[config.mk]
export PLATFORM = sky130hd
export DESIGN_NAME = mem_burst_ctrl
export DESIGN_NICKNAME = d
export VERILOG_FILES = /design/src/rtl/mem_burst_ctrl.sv
export SDC_FILE = /design/constraint.sdc
export NUM_CORES = 1
export LEC_CHECK = 0
export BUFFER_PORTS_ARGS = -buffer_cell sky130_fd_sc_hd__clkbuf_2
export CORE_MARGIN = 2
export CORE_UTILIZATION = 50
export DETAILED_ROUTE_END_ITERATION = 10
export HOLD_SLACK_MARGIN = 0.02
export PLACE_DENSITY = 0.71
export SLEW_MARGIN = 15
export SYNTH_ARGS = -nofsm -noshare
export SYNTH_HDL_FRONTEND = slang
export SYNTH_SLANG_ARGS = --single-unit
[constraint.sdc]
create_clock -name clk -period 5.3 [get_ports clk]
set_input_delay 0 -clock clk [delete_from_list [all_inputs] [get_ports clk]]
set_output_delay 0 -clock clk [all_outputs]
set_load 0.1 [all_outputs]
[src/rtl/mem_burst_ctrl.sv]
// mem_burst_ctrl: burst fill/check engine that drives a single-word memory
// request port. One accepted command becomes a run of back-to-back word
// transfers. Write phases store seed+i at start+i. Check phases read the same
// range back and count words that differ from the regenerated pattern.
module mem_burst_ctrl #(
  parameter int WIDTH      = 16,
  parameter int DEPTH      = 64,
  parameter int ADDR_WIDTH = $clog2(DEPTH),
  parameter int TIMEOUT    = 255
) (
  input  logic                  clk,
  input  logic                  rst,
  // command port
  input  logic                  cmd_valid,
  output logic                  cmd_ready,
  input  logic [1:0]            cmd_op,
  input  logic [ADDR_WIDTH-1:0] cmd_addr,
  input  logic [ADDR_WIDTH:0]   cmd_num,
  input  logic [WIDTH-1:0]      cmd_seed,
  // memory request port
  output logic                  wr_rd,
  output logic                  valid,
  output logic [ADDR_WIDTH-1:0] addr,
  output logic [WIDTH-1:0]      wdata,
  input  logic [WIDTH-1:0]      rdata,
  input  logic                  ready,
  // status
  output logic                  busy,
  output logic                  done,
  output logic [ADDR_WIDTH:0]   err_count,
  output logic [ADDR_WIDTH-1:0] first_err_addr,
  output logic [WIDTH-1:0]      first_err_data,
  output logic                  timeout,
  output logic                  cmd_err
);

  // Wide enough to hold the value TIMEOUT itself.
  localparam int TW = $clog2(TIMEOUT + 1);

  localparam logic [1:0] OP_WRITE  = 2'b00;
  localparam logic [1:0] OP_CHECK  = 2'b01;
  localparam logic [1:0] OP_WRCHK  = 2'b10;
  localparam logic [1:0] OP_RSVD   = 2'b11;

  typedef enum logic [1:0] {
    IDLE = 2'd0,
    WR   = 2'd1,
    RD   = 2'd2,
    DONE = 2'd3
  } state_t;

  state_t                  state_reg;

  // Latched command fields.
  logic [1:0]              op_reg;
  logic [ADDR_WIDTH-1:0]   start_reg;
  logic [ADDR_WIDTH:0]     num_reg;
  logic [WIDTH-1:0]        seed_reg;

  // Burst progress: word index, pattern for that word, and ready wait count.
  logic [ADDR_WIDTH:0]     idx_reg;
  logic [WIDTH-1:0]        pat_reg;
  logic [TW-1:0]           wait_reg;

  // Registered outputs.
  logic                    cmd_ready_reg;
  logic                    wr_rd_reg;
  logic                    valid_reg;
  logic [ADDR_WIDTH-1:0]   addr_reg;
  logic [WIDTH-1:0]        wdata_reg;
  logic                    busy_reg;
  logic                    done_reg;
  logic [ADDR_WIDTH:0]     err_count_reg;
  logic [ADDR_WIDTH-1:0]   first_err_addr_reg;
  logic [WIDTH-1:0]        first_err_data_reg;
  logic                    timeout_reg;
  logic                    cmd_err_reg;

  // Derived per-cycle conditions.
  logic                    accept;
  logic                    handshake;
  logic                    last_word;
  logic                    wait_expired;
  logic                    mismatch;
  logic [ADDR_WIDTH-1:0]   addr_next;
  logic [WIDTH-1:0]        pat_next;

  // Decode handshakes, end of burst, wait expiry and the next word's address.
  always_comb begin
    accept       = cmd_valid && cmd_ready_reg && (state_reg == IDLE);
    handshake    = valid_reg && ready;
    last_word    = ((idx_reg + (ADDR_WIDTH + 1)'(1)) == num_reg);
    wait_expired = (wait_reg == TW'(TIMEOUT - 1));
    mismatch     = (rdata != pat_reg);
    pat_next     = pat_reg + WIDTH'(1);
    // Addresses wrap modulo DEPTH, which need not be a power of two.
    if (addr_reg == ADDR_WIDTH'(DEPTH - 1)) begin
      addr_next = '0;
    end else begin
      addr_next = addr_reg + ADDR_WIDTH'(1);
    end
  end

  // Command FSM: acceptance, word sequencing, read checking, timeout and done pulse.
  always_ff @(posedge clk or negedge rst) begin
    if (!rst) begin
      state_reg          <= IDLE;
      op_reg             <= OP_WRITE;
      start_reg          <= '0;
      num_reg            <= '0;
      seed_reg           <= '0;
      idx_reg            <= '0;
      pat_reg            <= '0;
      wait_reg           <= '0;
      cmd_ready_reg      <= 1'b1;
      wr_rd_reg          <= 1'b0;
      valid_reg          <= 1'b0;
      addr_reg           <= '0;
      wdata_reg          <= '0;
      busy_reg           <= 1'b0;
      done_reg           <= 1'b0;
      err_count_reg      <= '0;
      first_err_addr_reg <= '0;
      first_err_data_reg <= '0;
      timeout_reg        <= 1'b0;
      cmd_err_reg        <= 1'b0;
    end else begin
      // done is a single-cycle pulse; it is only set on the edge entering DONE.
      done_reg <= 1'b0;

      case (state_reg)
        IDLE: begin
          if (accept) begin
            op_reg             <= cmd_op;
            start_reg          <= cmd_addr;
            num_reg            <= cmd_num;
            seed_reg           <= cmd_seed;
            idx_reg            <= '0;
            pat_reg            <= cmd_seed;
            wait_reg           <= '0;
            err_count_reg      <= '0;
            first_err_addr_reg <= '0;
            first_err_data_reg <= '0;
            timeout_reg        <= 1'b0;
            cmd_err_reg        <= (cmd_op == OP_RSVD);
            cmd_ready_reg      <= 1'b0;
            busy_reg           <= 1'b1;
            if ((cmd_num == '0) || (cmd_op == OP_RSVD)) begin
              // Nothing to transfer: finish without ever raising valid.
              state_reg <= DONE;
              done_reg  <= 1'b1;
            end else if (cmd_op == OP_CHECK) begin
              state_reg <= RD;
              valid_reg <= 1'b1;
              wr_rd_reg <= 1'b0;
              addr_reg  <= cmd_addr;
              wdata_reg <= '0;
            end else begin
              // WRITE and WRITE_CHECK both begin with the write phase.
              state_reg <= WR;
              valid_reg <= 1'b1;
              wr_rd_reg <= 1'b1;
              addr_reg  <= cmd_addr;
              wdata_reg <= cmd_seed;
            end
          end
        end

        WR, RD: begin
          if (handshake) begin
            wait_reg <= '0;

            // Read data is only meaningful in the check phase.
            if ((state_reg == RD) && mismatch) begin
              err_count_reg <= err_count_reg + (ADDR_WIDTH + 1)'(1);
              if (err_count_reg == '0) begin
                first_err_addr_reg <= addr_reg;
                first_err_data_reg <= rdata;
              end
            end

            if (!last_word) begin
              // Present the next word immediately; valid stays high.
              idx_reg  <= idx_reg + (ADDR_WIDTH + 1)'(1);
              pat_reg  <= pat_next;
              addr_reg <= addr_next;
              if (state_reg == WR) begin
                wdata_reg <= pat_next;
              end
            end else if ((state_reg == WR) && (op_reg == OP_WRCHK)) begin
              // Switch to the check phase over the same range and seed.
              state_reg <= RD;
              idx_reg   <= '0;
              pat_reg   <= seed_reg;
              addr_reg  <= start_reg;
              wr_rd_reg <= 1'b0;
              wdata_reg <= '0;
            end else begin
              state_reg <= DONE;
              valid_reg <= 1'b0;
              done_reg  <= 1'b1;
            end
          end else if (valid_reg) begin
            if (wait_expired) begin
              // Memory never answered: abandon the rest of the burst.
              state_reg   <= DONE;
              valid_reg   <= 1'b0;
              timeout_reg <= 1'b1;
              done_reg    <= 1'b1;
            end else begin
              wait_reg <= wait_reg + TW'(1);
            end
          end
        end

        DONE: begin
          state_reg     <= IDLE;
          busy_reg      <= 1'b0;
          cmd_ready_reg <= 1'b1;
          wr_rd_reg     <= 1'b0;
          wdata_reg     <= '0;
        end

        default: begin
          state_reg     <= IDLE;
          valid_reg     <= 1'b0;
          busy_reg      <= 1'b0;
          cmd_ready_reg <= 1'b1;
        end
      endcase
    end
  end

  assign cmd_ready      = cmd_ready_reg;
  assign wr_rd          = wr_rd_reg;
  assign valid          = valid_reg;
  assign addr           = addr_reg;
  assign wdata          = wdata_reg;
  assign busy           = busy_reg;
  assign done           = done_reg;
  assign err_count      = err_count_reg;
  assign first_err_addr = first_err_addr_reg;
  assign first_err_data = first_err_data_reg;
  assign timeout        = timeout_reg;
  assign cmd_err        = cmd_err_reg;

endmodule
==> results.toml, run 1 <==
[flow_run]
cap_violations = 0

[timing]
period_share = 0.703
fin_crit_ns = 3.73
fmax_mhz = 268
tightest_slew_ns = 1.05
hold_viol_final = 0
drv_slew = 0
finClkSkew_ns = 0.00955
rsz0062_at_grt = "false"
final-setup-viol-count = 0
slew_headroom = 0.300
tns_ns = 0

[synthesis]
yosysWarnings = 0
synth_nets = 718
post_synth_inst_count = 656
yosysSeqAreaShare = 0.445
synth_top_area_share = 0.442
ys_seq_elements = 122
yosysTopAreaCell = "dfrtp_1"
ys_types = 61
netlist_top_cells_count = "121 x dfrtp_1, 48 x mux2_2, 45 x nand3_1, 38 x inv_1, 37 x nand2_1"
synth.avg_cell_area_sq_um = 10.5
synth_edf_count = 0
synth_most_common_cell = "dfrtp_1"
ys_top_cells_by_area = "dfrtp_1 44%, mux2_2 7.9%, xor2_1 3.6%, mux2_4 3.5%, nand3_1 3.3%"
synth_area_sq_mm = 0.00686
synth_ff_type = "dfrtp_1"
async_flop_share = 1.00

[clock_network]
max-clock-path-buffers = 2
cts_root_buf = "clkbuf_16"
cts_tree = "done"
post_cts_resized = 0
insertion_delay_ns = 0.43
clk_pin_slew_worst_paths_ns = 0.05
cts.sinks = 122
cts_buffers = 17
cts_max_level = 4

[route]
viasPerCell = 5.81
drc = 0
first_pass_iters = 5
wire_per_inst_um = 18.1
vias = 5734
wl_um = 17900
drt_iter0_drc = 467
antenna_left = 0

[finish]
nNetsFinal = 860
fillers = 1045
drive_above_1_share = 0.276
diodes = 0
synthToLayoutAreaGrowth_pct = 25.2

[critical_path]
cp_num_buf_inv = 4
crit_family = "buffers and inverters"
cp.arrival_ns = 4.03
critical_path.endpoint_type = "flop"
crit_fanout = 48
crit_type = "flop to flop"
worst_path_largest_cell_delay_ns = 0.53
path_cells = "inv_1 > ha_1 > buf_4 > inv_1 > nor2_1 > o211ai_1 > buf_4 > and3_1 > a211o_1"
reg2regPathDepth = 9
cpMaxStageDelayCell = "inv_1"
r2r_start = "state_reg[1]"
worst_r2r_endpoint = "pat_reg[14]"
ff2ff_setup_slack_ns = 1.57
startpoint_type = "flop"
cp.required_ns = 5.60

[floorplan]
rows = 42
start_util = 0.516
die_w_um = 121
die_y_um = 121
ios = 109
dieArea_sq_mm = 0.0147
coreArea_sq_mm = 0.0133

[grt]
antenna_found_initial = 0
grt_pass1_wl_um = 29200
first_global_vias = 5792
grt_max_degree = 72
gr-total-overflow = 0
grtUsageTotal = 0.256

[place]
gp_congestion = 0.842
io_buffers = 108
hpwl_um = 12000

[status]
outcome = "complete, no violations"

[min_path]
hold_class = "input pin to asynchronous set/reset pin"
==> cells by family after synthesis <==
group / share of synthesized area
AO/OA/AOI/OAI: 0.170
XOR/XNOR: 0.0582
adder cells (fa/ha/maj): 0.0201
buffers and inverters: 0.0489
flip-flops: 0.445
multiplexers: 0.128
AND/OR/NAND/NOR: 0.129
==> per-stage QoR <==
step | instance area, sq um | cells | utilization | setup WS, ns | hold WS [ns]
finish | 8590 | 987 | 0.646 | 1.57 | 0.185
global route | 8590 | 987 | 0.646 | 1.37 | 0.231
CTS | 8570 | 986 | 0.645 | 1.54 | 0.208
detailed placement | 7480 | 904 | 0.563 | 1.58 | 0.0722
global placement | 7480 | 904 | 0.563 | 1.73 | 0.0608
floorplan | 6860 | 656 | - | 2.57 | -0.296
==> final cells by class <==
type | instances | area (sq um) | area share
Multi-Input combinational cell | 454 | 3480 | 0.405
Sequential cell | 122 | 3050 | 0.356
Timing Repair Buffer | 165 | 1100 | 0.128
Clock buffer | 25 | 505 | 0.0589
Tap cell | 176 | 220 | 0.0256
Inverter | 38 | 143 | 0.0166
Clock inverter | 7 | 87.6 | 0.0102
==> placed cells by master (no fill, tap or decap), types with 7 or more instances in the layout <==
master	instances
a32o_1	15
a211oi_1	7
dfrtp_1	121
nor3_1	8
nand3_1	45
inv_1	38
mux2_2	48
nor2_1	21
and3_1	24
dlygate4sd3_1	50
a211o_1	15
clkbuf_16	17
xor2_1	28
ha_1	11
a21oi_1	18
mux2i_1	10
nand4_1	8
clkbuf_2	107
nand2_1	37
mux2_4	16
buf_4	7
o21ai_0	36
xnor2_1	15
a21boi_0	14
==> metal layers <==
layer,GRT usage,wire (um),vias to the layer above
met4,0.106,373,0
met5,0,0,-
met1,0.356,8180,2833
met2,0.392,8310,185
li1,-,-,2682
met3,0.0536,1020,34
==> worst max-delay path by stage <==
stage                       startpoint                  to  slack (ns)  depth (start not counted)
final                     state_reg[1]         pat_reg[14]        1.57                          9
after global routing      state_reg[1]         pat_reg[14]        1.37                          9
after CTS                 state_reg[1]   first_err_data[5]        1.54                          9
after detailed placement  state_reg[1]  first_err_data[11]        1.58                          9
after global placement    state_reg[0]   first_err_data[0]        1.73                          9
after floorplan           err_count[0]   first_err_addr[0]        2.57                          9
==> repair_timing <==
action	in CTS	in global routing
setup buffers	0	0
hold endpoints to repair	137	0
hold buffers	50	0
Power of run 1 is not shown: default switching activity piles up to over one toggle a cycle in this logic, so the estimate is an artifact.
==> run 2: changes to the inputs <==
- clock period: 5.3 -> 3.6 ns (I/O delays scaled with it)
==> run 2 against run 1 <==
Effect of this change:
- critical endpoint is now wdata[0]
- flip-flop and latch count unchanged
- register-to-register slack got worse by 1.1 ns
- via count increased by 1.8%
==> results.toml, run 2 (synthesized netlist as in run 1, its figures left out) <==
[status]
outcome = "complete, no violations"

[clock_network]
cts_max_level = 4
cts_buffers = 17
cts.sinks = 122
clk_pin_slew_worst_paths_ns = 0.05
max-clock-path-buffers = 2
insertion_delay_ns = 0.43
cts_tree = "done"
cts_setup_buffers = 0
cts_root_buf = "clkbuf_16"

[timing]
rsz0062_at_grt = "false"
final-setup-viol-count = 0
tns_ns = 0
fin_crit_ns = 3.08
drv_slew = 0
hold_viol_final = 0
fmax_mhz = 325
period_share = 0.855
tightest_slew_ns = 1.06
slew_headroom = 0.288
finClkSkew_ns = 0.0113

[critical_path]
crit_type = "flop to flop"
worst_r2r_endpoint = "wdata[0]"
cp.arrival_ns = 3.38
cp.required_ns = 3.90
worst_path_largest_cell_delay_ns = 0.90
crit_fanout = 16
ff2ff_setup_slack_ns = 0.52
path_cells = "ha_1 > xnor3_1 > nand3_1 > a211oi_4 > o21a_1 > o311ai_4 > mux2_2"
critical_path.endpoint_type = "flop"
startpoint_type = "flop"
r2r_start = "idx_reg[0]"
cpMaxStageDelayCell = "o311ai_4"
reg2regPathDepth = 7

[finish]
layout.area.seq_sq_mm = 0.00305
nNetsFinal = 864
final_cell_mix = "121 x dfrtp_1, 107 x clkbuf_2, 50 x dlygate4sd3_1"
fillers = 1048
drive_above_1_share = 0.279
diodes = 0
multi_input_area_sq_mm = 0.00347
synthToLayoutAreaGrowth_pct = 26.3
final_common_cell = "dfrtp_1"

[grt]
first_global_vias = 5769
antenna_found_initial = 0
grt_pass1_wl_um = 29500
gr-total-overflow = 0
grt_max_degree = 76
grtUsageTotal = 0.256

[place]
gp_congestion = 0.917
io_buffers = 108
hpwl_um = 12000

[floorplan]
ios = 109
coreArea_sq_mm = 0.0133
die_w_um = 121
die_y_um = 121
dieArea_sq_mm = 0.0147
start_util = 0.516
rows = 42

[route]
viasPerCell = 5.89
drt_iter0_drc = 380
wire_per_inst_um = 18.1
wl_um = 18000
antenna_left = 0
first_pass_iters = 8
drc = 0
vias = 5835

[min_path]
hold_class = "input pin to asynchronous set/reset pin"

[flow_run]
cap_violations = 0
run 2: changes by cell type in the layout (fill, tap and decap cells not counted):
cell        change
buf_6           -1
buf_4           +4
a21oi_1         +1
a21oi_2         -1
bufinv_16       +1
clkbuf_8        +1
clkinvlp_4      -1
o2111a_1        +1
clkbuf_1        -1
o2111a_2        -1
buf_16          +1
run 2: through the flow:
stage                     utilization  setup WS (ns)  instances  hold WS, ns  cell area, sq um
after global routing            0.651          0.343        991        0.371              8660
after detailed placement        0.565          0.522        908        0.216              7510
final                           0.651          0.521        991        0.259              8660
after global placement          0.565          0.630        908        0.199              7510
after CTS                       0.649          0.511        990        0.319              8630
after floorplan                     -          0.868        656       -0.296              6860
run 2: what timing repair did:
item                                   4_1_cts  5_1_grt
setup endpoints to repair                    0        0
resized for setup                            0        0
hold buffers                                50        0
endpoints found under the hold margin      161        0
run 2: how the worst max path moves through the flow:
stage	from	slack, ns	to
after detailed placement	idx_reg[0]	0.52	wdata[0]
final	idx_reg[0]	0.52	wdata[0]
after floorplan	err_count[0]	0.87	first_err_addr[0]
after global routing	idx_reg[0]	0.34	wdata[0]
after CTS	idx_reg[0]	0.51	wdata[0]
after global placement	idx_reg[0]	0.63	wdata[4]
run 2: metal layers:
layer | GRT usage | up-vias | wire, um
met1 | 0.367 | 2868 | 8280
met4 | 0.0930 | 0 | 367
met5 | 0 | - | 0
li1 | - | 2699 | -
met3 | 0.0569 | 32 | 1230
met2 | 0.382 | 236 | 8080
run 2: worst max-delay path, delay by kind of cell, from the launching register on:
family                   cells  cell delay (ns)
adder cells (fa/ha/maj)      1             0.26
AND/OR/NAND/NOR              1             0.15
multiplexers                 1             0.42
AO/OA/AOI/OAI                3             1.29
XOR/XNOR                     1             0.41
flip-flops                   1             0.42
run 2: final cells by class:
class	count	area share
multi-input combinational	454	0.401
inverter	38	0.0165
sequential	122	0.353
timing repair buffer	169	0.132
clock inverter	7	0.0127
clock buffer	25	0.0595
tap	176	0.0254
Power of run 2 is left out for the same reason.
